`config.mk`:
```
export PLATFORM = sky130hd
export DESIGN_NAME = fetch_unit
export DESIGN_NICKNAME = d
export VERILOG_FILES = /design/src/rtl/fetch_unit.sv
export SDC_FILE = /design/constraint.sdc
export NUM_CORES = 1
export LEC_CHECK = 0
export CAP_MARGIN = 25
export CORE_ASPECT_RATIO = 0.8
export CORE_MARGIN = 5
export CORE_UTILIZATION = 40
export DETAILED_ROUTE_END_ITERATION = 10
export MAX_ROUTING_LAYER = met4
export PLACE_DENSITY = 0.58
export SLEW_MARGIN = 20
export SYNTH_ARGS = -nofsm -noshare
export SYNTH_HDL_FRONTEND = slang
export SYNTH_SLANG_ARGS = --single-unit
```
`constraint.sdc`:
```
create_clock -name clk -period 5.51 [get_ports clk]
set_clock_uncertainty 0.1 [all_clocks]
set_input_delay 0.8265 -clock clk [delete_from_list [all_inputs] [get_ports clk]]
set_output_delay 0.8265 -clock clk [all_outputs]
set_load 0.1 [all_outputs]
```
`src/rtl/fetch_unit.sv`:
```
`default_nettype none
// ============================================================================
// Module      : fetch_unit
// Description : Thumb instruction fetch stage with a credit-limited prefetch
//               FIFO, in-flight response dropping on branch, and an IR register.
// Revision    : 1.0 - initial release
// ============================================================================
module fetch_unit #(
  parameter logic [31:0] RESET_PC = 32'h0000_0000,
  parameter int unsigned DEPTH    = 2,
  parameter logic [15:0] NOP_INSN = 16'hBF00
) (
  input  logic        clk,
  input  logic        rst,
  input  logic [1:0]  i_mode,
  input  logic [31:0] i_branch_target,
  output logic        o_imem_req,
  output logic [31:0] o_imem_addr,
  input  logic        i_imem_gnt,
  input  logic        i_imem_rvalid,
  input  logic [15:0] i_imem_rdata,
  output logic [15:0] o_ir_r,
  output logic [31:0] o_pc_r,
  output logic        o_ir_valid_r
);

  localparam int unsigned       CNT_W     = $clog2(DEPTH + 1);
  localparam int unsigned       PTR_W     = $clog2(DEPTH);
  localparam logic [31:0]       BOOT_PC   = RESET_PC & ~32'd1;
  localparam logic [CNT_W:0]    CREDITS   = (CNT_W + 1)'(DEPTH);
  localparam logic [CNT_W-1:0]  FULL_CNT  = CNT_W'(DEPTH);
  localparam logic [PTR_W-1:0]  LAST_SLOT = PTR_W'(DEPTH - 1);

  typedef enum logic [0:0] {S_BOOT = 1'b0, S_RUN = 1'b1} state_e;

  state_e           state_q, state_d;
  logic [31:0]      fetch_pc_q, fetch_pc_d;
  logic [31:0]      resp_pc_q, resp_pc_d;
  logic [31:0]      pc_q, pc_d;
  logic [15:0]      ir_q, ir_d;
  logic             ir_valid_q, ir_valid_d;
  logic [CNT_W-1:0] outstanding_q, outstanding_d;
  logic [CNT_W-1:0] drop_cnt_q, drop_cnt_d;
  logic [CNT_W-1:0] count_q, count_d;
  logic [PTR_W-1:0] wr_ptr_q, wr_ptr_d;
  logic [PTR_W-1:0] rd_ptr_q, rd_ptr_d;
  logic [47:0]      mem_q [DEPTH];
  logic [47:0]      mem_d [DEPTH];

  logic             branch, advance, req, xfer, drop, push, pop;
  logic [CNT_W-1:0] out_next;
  logic [31:0]      target;

  always_comb begin
    branch   = (i_mode == 2'd2);
    advance  = (i_mode == 2'd1);
    target   = i_branch_target & ~32'd1;
    // Buffered words plus in-flight requests may never exceed the FIFO size.
    req      = (state_q == S_RUN) && !branch &&
               (({1'b0, count_q} + {1'b0, outstanding_q}) < CREDITS);
    xfer     = req && i_imem_gnt;
    drop     = i_imem_rvalid && (drop_cnt_q != '0);
    push     = i_imem_rvalid && !drop && !branch;
    pop      = advance && (count_q != '0);
    out_next = outstanding_q + CNT_W'(xfer) - CNT_W'(i_imem_rvalid);
  end

  always_comb begin
    state_d       = state_q;
    fetch_pc_d    = fetch_pc_q;
    resp_pc_d     = resp_pc_q;
    pc_d          = pc_q;
    ir_d          = ir_q;
    ir_valid_d    = ir_valid_q;
    outstanding_d = out_next;
    drop_cnt_d    = drop_cnt_q - CNT_W'(drop);
    count_d       = count_q;
    wr_ptr_d      = wr_ptr_q;
    rd_ptr_d      = rd_ptr_q;
    mem_d         = mem_q;

    case (state_q)
      S_BOOT:  state_d = S_RUN;
      default: state_d = state_q;
    endcase

    if (branch) begin
      fetch_pc_d = target;
      resp_pc_d  = target;
      // Everything still in flight after this cycle belongs to the old stream.
      drop_cnt_d = out_next;
      count_d    = '0;
      wr_ptr_d   = '0;
      rd_ptr_d   = '0;
      ir_d       = NOP_INSN;
      ir_valid_d = 1'b0;
    end else begin
      if (xfer) fetch_pc_d = fetch_pc_q + 32'd2;
      if (push) begin
        mem_d[wr_ptr_q] = {resp_pc_q, i_imem_rdata};
        wr_ptr_d        = (wr_ptr_q == LAST_SLOT) ? '0 : wr_ptr_q + 1'b1;
        resp_pc_d       = resp_pc_q + 32'd2;
      end
      if (pop) rd_ptr_d = (rd_ptr_q == LAST_SLOT) ? '0 : rd_ptr_q + 1'b1;
      count_d = count_q + CNT_W'(push) - CNT_W'(pop);
      if (advance) begin
        if (pop) begin
          ir_d       = mem_q[rd_ptr_q][15:0];
          pc_d       = mem_q[rd_ptr_q][47:16];
          ir_valid_d = 1'b1;
        end else begin
          ir_d       = NOP_INSN;
          ir_valid_d = 1'b0;
        end
      end
    end
  end

  always_ff @(posedge clk) begin
    if (rst) begin
      state_q       <= S_BOOT;
      fetch_pc_q    <= BOOT_PC;
      resp_pc_q     <= BOOT_PC;
      pc_q          <= '0;
      ir_q          <= NOP_INSN;
      ir_valid_q    <= 1'b0;
      outstanding_q <= '0;
      drop_cnt_q    <= '0;
      count_q       <= '0;
      wr_ptr_q      <= '0;
      rd_ptr_q      <= '0;
      for (int i = 0; i < int'(DEPTH); i++) mem_q[i] <= '0;
    end else begin
      state_q       <= state_d;
      fetch_pc_q    <= fetch_pc_d;
      resp_pc_q     <= resp_pc_d;
      pc_q          <= pc_d;
      ir_q          <= ir_d;
      ir_valid_q    <= ir_valid_d;
      outstanding_q <= outstanding_d;
      drop_cnt_q    <= drop_cnt_d;
      count_q       <= count_d;
      wr_ptr_q      <= wr_ptr_d;
      rd_ptr_q      <= rd_ptr_d;
      mem_q         <= mem_d;
    end
  end

  always_ff @(posedge clk) begin
    if (!rst && push) assert (count_q != FULL_CNT);
  end

  assign o_imem_req   = req;
  assign o_imem_addr  = fetch_pc_q;
  assign o_ir_r       = ir_q;
  assign o_pc_r       = pc_q;
  assign o_ir_valid_r = ir_valid_q;

endmodule
`default_nettype wire

```
Yosys cells after proc, flatten, opt, wreduce, memory -nomap -nowiden
Index checks and enable logic that the tools add are counted.
W data, S select, Z words.

storage, ports and cells
  bits in registers = 218
  input port bits = 54
  output and inout bits = 82
  word-level logic and storage cells = 67

cells by class
  add/subtract/negate cells = 10
  order comparisons = 4
  equal/unequal tests = 2
  mux-type cells = 16
  bitwise operators = 3
  reduce and logical (&&, ||, !) cells = 17

operators by type and width
  operator                 count
  $mux W48                 4
  $mux W32                 4
  $bwmux W96               1
  $add A32 B2 Y32 const B  2
  $demux W48 S1            1
  $mux W16                 1
  $logic_and A1 B1 Y1      8
  $reduce_bool A2 Y1       4
  $sub A2 B1 Y2            3
  $add A2 B1 Y2            2
  $ge A2 B2 Y1 const B     2
  $mux W1                  4
  $not A1 Y2               2
  $add A2 B2 Y3            1
  $lt A3 B2 Y1 const B     1
  $reduce_and A3 Y1        1
  $add A1 B1 Y1 const B    2
  $eq A2 B1 Y1 const B     1
  $eq A2 B2 Y1 const B     1
  $logic_not A1 Y1         2
  $lt A2 B1 Y1 const B     1
  $mux W2                  1
  $reduce_and A2 Y1        1
  $reduce_or A2 Y1         1
  $not A1 Y1               1

Logic depth before layout (Yosys ltp)
Gate-level depths: netlist of run 1.

  depth in word-level cells = 8
  gate-level depth with buffers = 12
  gate-level depth less buffers = 12

Worst setup path before layout of run 1
OpenSTA, ideal clock, no wires.

  path type = input to output
  start point = in i_mode[1]
  end point = out o_imem_req
  arrival time = 4.242 ns
  path slack = 0.342 ns
  stages on the path = 3
  path through = nor2b_1 clkbuf_1 nor4b_1

between the ends
  longest elaborated chain between the ends = 4

RTL lines
  element                            line  RTL
  start: declaration                 15    input logic [1:0] i_mode,
  $eq A2 B2 Y1                       55    branch = (i_mode == 2'd2);
  $logic_not A1 Y1                   59    req = (state_q == S_RUN) && !branch &&
  $logic_and A1 B1 Y1 (2 in series)  59
  end: declaration                   17    output logic o_imem_req,

Every way passes these cells.

Worst setup path in the final report of run 1
Same ends and word-level chain as after synthesis.

==> results.ini, run 1 <==
[run_status]
outcome = finished clean

[detailed_routing]
drc = 0
detail_route.iter0.violations = 543
via_count = 7498
wl_per_cell_um = 16.4
vias_per_cell = 5.07
drt-pass1-iter-count = 5
routed_wl_um = 24300
antenna_left = 0

[yosys]
ys_seq_area_share_pct = 47.3
synthArstFlopShare_pct = 0
synth-main-ff-cell = dfxtp_1
synth-edff-count = 0
syn_inst = 1063
yosys.area_share.simple_pct = 21.1
synth_compound_area_share_pct = 15.2
yosysUniqueCellTypes = 48
synthMuxAreaShare_pct = 5.54
synth_warnings = 0
synth_seq_cells = 213
synth_top_family_by_area = simple AND/OR/NAND/NOR gates
synthAdderAreaFrac_pct = 1.19
synthXorXnorAreaFrac_pct = 5.45
netlist_area_um2 = 9010
avgSynthCellArea_um2 = 8.47

[pwr]
power_mw = 4.22
peakVddDrop_mv = 0.200
power_density_nw_per_um2 = 375
power_leakage_nw = 3.74

[clocking]
cts_buffers = 23
cts_hold_buf = 0
ctsRootBufferMaster = clkbuf_16
postCtsResizedCells = 0
cts_max_level = 1
cts_tree = done
path_clk_slew_ns = 0.06
clk_latency_ns = 0.51
clockBufferDepth = 3
post-cts-setup-buffers = 0
cts_sinks = 213

[worst_setup_path]
reg2reg_from = count_q[0]
critPathTopFamily = buffers and inverters
crit_required_ns = 4.58
path_buf_inv = 3
arrival_ns = 3.14
critPathMaxStageDelay_ns = 1.21
critPathLaunchType = primary input
crit_chain = clkdlybuf4s50_1, nor2b_1, buf_4, nor4b_1, clkdlybuf4s50_1
cp-startpoint = i_mode[1]
worstPathMaxFanout = 10
crit_top_cell = clkdlybuf4s50_1
cp-end-kind = output port
crit_type = in2out
crit_path_top_delay_cell = clkdlybuf4s50_1

[sta]
relSlewSlack_pct = 32.2
fin_crit_ns = 4.07
final-setup-viol-count = 0
slew_violations = 0
timing.fmax_mhz = 246
fin_ws_ns = 1.44
hold_violations = 0
setup_tns_ns = 0
finalCritPeriodShare_pct = 73.8
tightest_slew_ns = 1.01
rsz0062_at_grt = false

[grt]
grt_max_degree = 77
grt_first_pass_wirelength_um = 38700
grt_overflow_total = 0
grt_util_all_layers_pct = 19.1
grt_pass1_vias = 6784
antenna_found_initial = 0

[placed_design]
post_dp_cell_area_um2 = 10500
gp_congestion = 0.845
dp_slack_ns = 1.43
io_buffer_count = 132
dp_hpwl_um = 16200

[die]
num_rows = 49
core_area_um2 = 22300
die_area_um2 = 25600
dieWidth_um = 178
ios = 136
die_y_um = 144
start_util_pct = 40.4

[cells_and_area]
fin_area_um2 = 11300
nets = 1220
final_util_pct = 50.4
areaGrowthSynthToFinish_pct = 24.9
antenna_cells = 0
drive_gt1_share_pct = 6.30

[run]
drv_cap = 0

[worst_hold_path]
min_from = mem_q[67]
hold_class = reg2reg

[through the flow]
| stage | cells | hold slack (ns) |
|---|---|---|
| 2_1_floorplan | 1064 | 0.333 |
| 3_3_place_gp | 1439 | 0.340 |
| 3_5_place_dp | 1439 | 0.347 |
| 4_1_cts | 1480 | 0.354 |
| 5_1_grt | 1480 | 0.370 |
| 6_report | 1480 | 0.352 |
[sequential cells by signal (all words and copies together), names as in the netlist]
name	count
mem_q	94
o_imem_addr	31
o_pc_r	31
resp_pc_q	31
o_ir_r	16
count_q	2
drop_cnt_q	2
outstanding_q	2
o_ir_valid_r	1
rd_ptr_q	1
state_q	1
wr_ptr_q	1
[logic make-up after synthesis]
| logic type | after synthesis |
|---|---|
| and+or+nand+nor | 402 |
| xor gates and xnor gates | 56 |
| adders and majority gates | 8 |
| muxes | 49 |
| AOI/OAI and AO/OA | 250 |
| DFF | 213 |
| buffers and inverters | 84 |
| other | 1 |
[report_power, final]
part / internal, mW / total (mW) / switching, mW
sequential: 1.65 / 1.75 / 0.103
clock: 0.954 / 1.58 / 0.621
combinational: 0.259 / 0.892 / 0.633
[cells in the final DEF, fill, tap and decap left out, types with 9 or more instances in the layout]
master | netlist | final
clkbuf_16 | 0 | 23
o22ai_1 | 9 | 9
and4_1 | 11 | 11
mux2i_1 | 42 | 42
xnor2_1 | 25 | 25
a211oi_1 | 32 | 32
dfxtp_1 | 213 | 212
nand3_1 | 22 | 22
buf_4 | 7 | 14
nand4_1 | 19 | 19
clkdlybuf4s50_1 | 0 | 131
nand2_1 | 226 | 226
a21oi_1 | 160 | 160
xor2_1 | 31 | 31
nor2_1 | 71 | 70
and3_1 | 10 | 10
o21ai_0 | 36 | 36
[Yosys cell counts, types with 2 or more instances]
| library cell | instances | area (um2) |
|---|---|---|
| a211oi_1 | 32 | 240 |
| mux2i_1 | 42 | 420 |
| xor2_1 | 31 | 272 |
| o21a_1 | 2 | 15.0 |
| and2_1 | 3 | 18.8 |
| buf_1 | 5 | 18.8 |
| dfxtp_1 | 213 | 4260 |
| buf_2 | 18 | 90.1 |
| or3_1 | 7 | 43.8 |
| nor3b_1 | 2 | 15.0 |
| inv_1 | 7 | 26.3 |
| xnor2_1 | 25 | 219 |
| ha_1 | 7 | 87.6 |
| and3_1 | 10 | 62.6 |
| a31oi_1 | 7 | 43.8 |
| and4_1 | 11 | 96.3 |
| nand4_2 | 3 | 37.5 |
| nand3_1 | 22 | 110 |
| mux2_2 | 7 | 78.8 |
| nor4_4 | 4 | 85.1 |
| buf_4 | 7 | 52.6 |
| o22ai_1 | 9 | 56.3 |
| nand2_1 | 226 | 848 |
| nand2b_1 | 2 | 12.5 |
| o21ai_0 | 36 | 180 |
| nor4_1 | 5 | 31.3 |
| nor2b_1 | 3 | 18.8 |
| nor3_1 | 7 | 35.0 |
| nor2_1 | 71 | 267 |
| nand4_1 | 19 | 119 |
| a21oi_1 | 160 | 801 |
| clkbuf_1 | 44 | 165 |
[layer usage]
layer	vias up	GRT usage (%)	wire length [um]
li1	3865	-	-
met1	3400	31.0	13200
met2	209	24.1	9160
met3	24	3.53	1630
met4	0	3.21	273
met5	-	-	0
[final cells by class]
type | count | area (um2)
fillers | 2164 | 11100
inverters | 8 | 30.0
flip-flops and latches | 213 | 4270
repair buffers | 145 | 1420
clock buffers | 34 | 687
clock inverters | 7 | 88.8
well taps | 306 | 383
multi-input cells | 767 | 4380
[worst reg2reg max path, cell delays in order (launching register included)]
cell and delay [ns]:
dfxtp_1 0.37, and2_1 0.16, fa_1 0.45, and4bb_2 0.56
nand2_1 0.21, ha_1 0.33, inv_1 0.04, ha_1 0.17
xor2_1 0.15, xnor2_1 0.13, nor2_1 0.07, nor2_1 0.12
a21oi_1 0.05
[final timing paths]
kind              cells after the start            end  slack (ns)
setup / recovery                      5     o_imem_req        1.44
hold reg to reg                       2      mem_q[67]        0.35
setup reg to reg                     12  drop_cnt_q[1]        2.46
hold / removal                        2      mem_q[67]        0.35
Note: power is estimated with default switching activity, not from simulation.
==> inputs of run 2 (changes only) <==
- PLACE_DENSITY: 0.58 -> 0.6
- clock period: 5.51 -> 3.4 ns (I/O delays scaled with it)
==> results.ini, run 2 (synthesis gave the netlist of run 1 again) <==
[run_status]
outcome = finished clean

[sta]
slew_violations = 0  ; unchanged
final-setup-viol-count = 0  ; unchanged
finalCritPeriodShare_pct = 81.7
setup_tns_ns = 0  ; unchanged
fin_crit_ns = 2.78
tightest_slew_ns = 0.983  ; -0.0303 ns
fin_ws_ns = 0.622  ; -0.820 ns
timing.fmax_mhz = 360
hold_violations = 0  ; unchanged
relSlewSlack_pct = 34.2  ; +2.0 points
rsz0062_at_grt = false

[cells_and_area]
largest-register = mem_q
drive_gt1_share_pct = 11.9  ; +5.6 points
antenna_cells = 0  ; unchanged
final_common_cell = nand2_1
num-fill-cells = 2185  ; +0.97%
areaGrowthSynthToFinish_pct = 24.1
largest_reg_flops = 94  ; unchanged
nets = 1225  ; +0.41%
final_cell_mix = nand2_1 (226), dfxtp_1 (212), a21oi_1 (160), buf_4 (77), nor2_1 (70)

[worst_hold_path]
hold_class = reg2reg
min_from = mem_q[31]
hold_path_depth = 2  ; unchanged
min_to = mem_q[31]

[clocking]
clk_latency_ns = 0.51  ; about the same
postCtsResizedCells = 0  ; unchanged
cts_hold_buf = 0  ; unchanged
post-cts-setup-buffers = 0  ; unchanged
cts_tree = done
path_clk_slew_ns = 0.05  ; about the same
cts_sinks = 213  ; unchanged
ctsRootBufferMaster = clkbuf_16
clockBufferDepth = 3  ; unchanged
cts_max_level = 1  ; unchanged
cts_buffers = 23  ; unchanged

[die]
start_util_pct = 40.4  ; unchanged
die_area_um2 = 25600  ; unchanged
die_y_um = 144  ; unchanged
num_rows = 49  ; unchanged
ios = 136  ; unchanged
dieWidth_um = 178  ; unchanged
core_area_um2 = 22300  ; unchanged

[grt]
grt_util_all_layers_pct = 18.9  ; -0.22 points
grt_first_pass_wirelength_um = 38200  ; -1.2%
grt_pass1_vias = 6942  ; +2.3%
antenna_found_initial = 0  ; unchanged
grt_max_degree = 85  ; +10%
grt_overflow_total = 0  ; unchanged

[pwr]
power_leakage_nw = 3.88  ; +3.9%
power_density_nw_per_um2 = 607  ; +62%
peakVddDrop_mv = 0.372  ; +86%

[placed_design]
io_buffer_count = 132  ; unchanged
dp_slack_ns = 0.475  ; -0.959 ns
gp_congestion = 0.837  ; -0.89%
dp_hpwl_um = 16100  ; -0.12%

[detailed_routing]
wl_per_cell_um = 16.2  ; -1.2%
detail_route.iter0.violations = 593  ; +9.2%
routed_wl_um = 24000  ; -1.1%
drc = 0  ; unchanged
via_count = 7552  ; +0.72%
drt-pass1-iter-count = 5  ; unchanged
vias_per_cell = 5.10  ; +0.58%
antenna_left = 0  ; unchanged

[worst_setup_path]
crit_type = reg2out
worstPathMaxFanout = 3  ; -7
r2r_cells = 12  ; unchanged
r2r_end = drop_cnt_q[1]
arrival_ns = 2.17  ; -0.97 ns
crit_required_ns = 2.79  ; -1.79 ns
reg2reg_from = count_q[0]
r2r_slack_ns = 0.68  ; -1.78 ns
critPathLaunchType = register
cp-startpoint = count_q[0]
cp-end-kind = output port

[run]
drv_cap = 0  ; unchanged

[run 2: cell types whose count changed in the layout (fill, tap and decap cells not counted), sizes merged]
cell           delta
buf              +67
clkdlybuf4s50    -62
clkinv            -3
bufinv            -1
clkbuf            +1
[run 2: final cells by class]
| class | count | area, um2 | share of cell area, % |
|---|---|---|---|
| multi-input cells | 767 | 4400 | 39.3 |
| flip-flops and latches | 213 | 4270 | 38.2 |
| repair buffers | 150 | 1350 | 12.1 |
| clock buffers | 35 | 701 | 6.27 |
| well taps | 306 | 383 | 3.43 |
| clock inverters | 3 | 55.1 | 0.493 |
| inverters | 8 | 30.0 | 0.269 |
[run 2: worst max-delay path by stage]
| stage | cells past startpoint | endpoint |
|---|---|---|
| final | 4 | o_imem_req |
| after global routing | 12 | drop_cnt_q[1] |
| after CTS | 4 | o_imem_req |
| after detailed placement | 6 | mem_q[81] |
| after global placement | 6 | resp_pc_q[20] |
| after floorplan | 3 | o_imem_req |
[run 2: critical path: stages (launching register included)]
cell and delay, ns:
dfxtp_1 0.38, and2_1 0.16, fa_1 0.46, nor4b_2 0.43, buf_12 0.23
[run 2: layer usage]
layer	share of wire (%)	GRT usage, %
met1	55	30.7
met2	38	24.2
met3	6.3	3.06
met4	1.3	3.05
met5	0	-
[run 2: metrics by stage]
stage / util (%) / power [mW] / instances / cell area (um2) / hold slack, ns
global route: 50.1 / 7.08 / 1482 / 11200 / 0.371
detailed placement: 46.7 / 4.35 / 1444 / 10400 / 0.345
finish: 50.1 / 6.79 / 1482 / 11200 / 0.353
CTS: 50.1 / 6.85 / 1482 / 11200 / 0.349
global placement: 46.7 / 4.35 / 1444 / 10400 / 0.338
floorplan: - / 3.96 / 1064 / 9020 / 0.333
[run 2: report_power, final]
group | internal (mW) | switching (mW)
Sequential | 2.68 | 0.180
Clock | 1.49 | 0.995
Combinational | 0.424 | 1.02
==> inputs of run 3 (changes only) <==
- clock period: 3.4 -> 2.3 ns (I/O delays scaled with it)
==> results.ini, run 3 (synthesis gave the netlist of run 1 again) <==
[run_status]
outcome = finished, violations left
failed_checks = setup timing

[placed_design]
io_buffer_count = 132  ; unchanged
dp_hpwl_um = 16800  ; +4.0%
gp_congestion = 0.853  ; +1.9%
post_dp_cell_area_um2 = 10900  ; +4.8%

[grt]
grt_util_all_layers_pct = 19.3  ; +0.41 points
grt_first_pass_wirelength_um = 39200  ; +2.5%
busiest_layer = met2
grt_max_degree = 132  ; +55%
grtUsageMet3_pct = 2.40  ; -0.65 points
grt_overflow_total = 0  ; unchanged
grt_use_met1_pct = 26.5  ; -4.1 points
antenna_found_initial = 0  ; unchanged
gr-usage-met2_pct = 30.8  ; +6.6 points
grt_pass1_vias = 7431  ; +7.0%

[clocking]
ctsRootBufferMaster = clkbuf_16
cts_sinks = 213  ; unchanged
clk_latency_ns = 0.51  ; about the same
cts_buffers = 23  ; unchanged
cts_tree = done
clockBufferDepth = 3  ; unchanged
cts_hold_buf = 0  ; unchanged
path_clk_slew_ns = 0.06  ; about the same
cts_max_level = 1  ; unchanged

[worst_hold_path]
hold_class = in2reg

[worst_setup_path]
worstPathMaxFanout = 3  ; unchanged
arrival_ns = 2.07  ; -0.10 ns
crit_required_ns = 1.86  ; -0.93 ns
critPathLaunchType = register
crit_type = reg2out
cp-end-kind = output port

[die]
core_area_um2 = 22300  ; unchanged
die_y_um = 144  ; unchanged
num_rows = 49  ; unchanged
dieWidth_um = 178  ; unchanged
die_area_um2 = 25600  ; unchanged
ios = 136  ; unchanged
start_util_pct = 40.4  ; unchanged

[sta]
finalCritPeriodShare_pct = 109
tightest_slew_ns = 0.600  ; -0.383 ns
fin_crit_ns = 2.52
final-setup-viol-count = 12  ; +12
slew_violations = 0  ; unchanged
fin_ws_ns = -0.218  ; -0.840 ns
rsz0062_at_grt = true
timing.fmax_mhz = 397
relSlewSlack_pct = 60.0  ; +26 points
hold_violations = 0  ; unchanged

[cells_and_area]
fin_area_um2 = 11900  ; +6.8%
areaGrowthSynthToFinish_pct = 32.5
largest-register = mem_q
nets = 1290  ; +5.3%
antenna_cells = 0  ; unchanged
largest_reg_flops = 94  ; unchanged
final_cell_mix = nand2_1 (224), dfxtp_1 (189), a21oi_1 (159), buf_4 (145), nor2_1 (65)
drive_gt1_share_pct = 21.9  ; +10 points
final_common_cell = nand2_1

[detailed_routing]
drt-pass1-iter-count = 4  ; -1
detail_route.iter0.violations = 478  ; -19%
via_count = 7842  ; +3.8%
wl_per_cell_um = 15.9  ; -2.0%
drc = 0  ; unchanged
vias_per_cell = 5.07  ; -0.59%
antenna_left = 0  ; unchanged
routed_wl_um = 24600  ; +2.4%

[pwr]
power_mw = 10.0  ; +48%
power_density_nw_per_um2 = 840  ; +38%
power_leakage_nw = 4.40  ; +13%
peakVddDrop_mv = 0.468  ; +26%

[run]
drv_cap = 0  ; unchanged

[run 3: cell types whose count changed in the layout (fill, tap and decap cells not counted), moves of 4 or more]
cell             before  now
buf_12                4   11
buf_4                77  145
buf_6                 0    7
clkbuf_8              8    3
clkdlybuf4s50_1      69   51
clkinv_2              1    5
dfxtp_1             212  189
dfxtp_2               1   24
nor2_1               70   65
nor3_1                7    2
nor3_4                0    5
nor4_1                5    1
nor4_4                4    8
[run 3: final timing paths]
path | to | slack (ns) | cells after the start | from
min reg2reg | mem_q[59] | 0.35 | 2 | mem_q[59]
max reg2reg | drop_cnt_q[1] | -0.20 | 12 | count_q[0]
min | state_q | 0.24 | 2 | rst
max | o_imem_req | -0.22 | 5 | count_q[0]
[run 3: stage by stage]
step | cells | util [%] | hold WS (ns) | setup WS (ns) | TNS (ns)
floorplan | 1064 | - | 0.333 | -0.243 | -0.800
global placement | 1499 | 48.9 | 0.339 | -0.241 | -16.12
detailed placement | 1499 | 48.9 | 0.346 | -0.275 | -17.32
CTS | 1544 | 52.9 | 0.254 | -0.268 | -0.919
global route | 1548 | 53.5 | 0.308 | -0.336 | -2.62
finish | 1548 | 53.5 | 0.241 | -0.218 | -1.14
[run 3: critical path, stage by stage, from the launching register on]
cell	delay, ns
dfxtp_2	0.32
and2_4	0.15
fa_1	0.47
buf_4	0.16
nor4b_4	0.26
buf_12	0.21
[run 3: where the power goes]
group | switching (mW) | total, mW | internal, mW
clock | 1.47 | 3.41 | 1.94
sequential | 0.230 | 4.19 | 3.96
combinational | 1.60 | 2.43 | 0.830
[run 3: area by class of cell]
| type | count | area (um2) |
|---|---|---|
| clock buffer | 32 | 639 |
| clock inverter | 7 | 50.0 |
| fill | 2137 | 10400 |
| inverter | 8 | 30.0 |
| multi-input combinational | 767 | 4630 |
| sequential | 213 | 4290 |
| tap | 306 | 383 |
| timing repair buffer | 215 | 1910 |
[run 3: routing by layer]
metal / share of wire, % / vias to the layer above
li1: - / 3999
met1: 48 / 3662
met2: 46 / 153
met3: 3.7 / 28
met4: 1.7 / 0
met5: 0 / -
[run 3: repair_timing]
| item | in CTS | in global routing |
|---|---|---|
| endpoints found under the setup margin | 17 | 27 |
| buffers inserted | 6 | 5 |
| gates resized for setup | 30 | 21 |
| hold endpoints to repair | 0 | 0 |
| pin swaps | 21 | 27 |
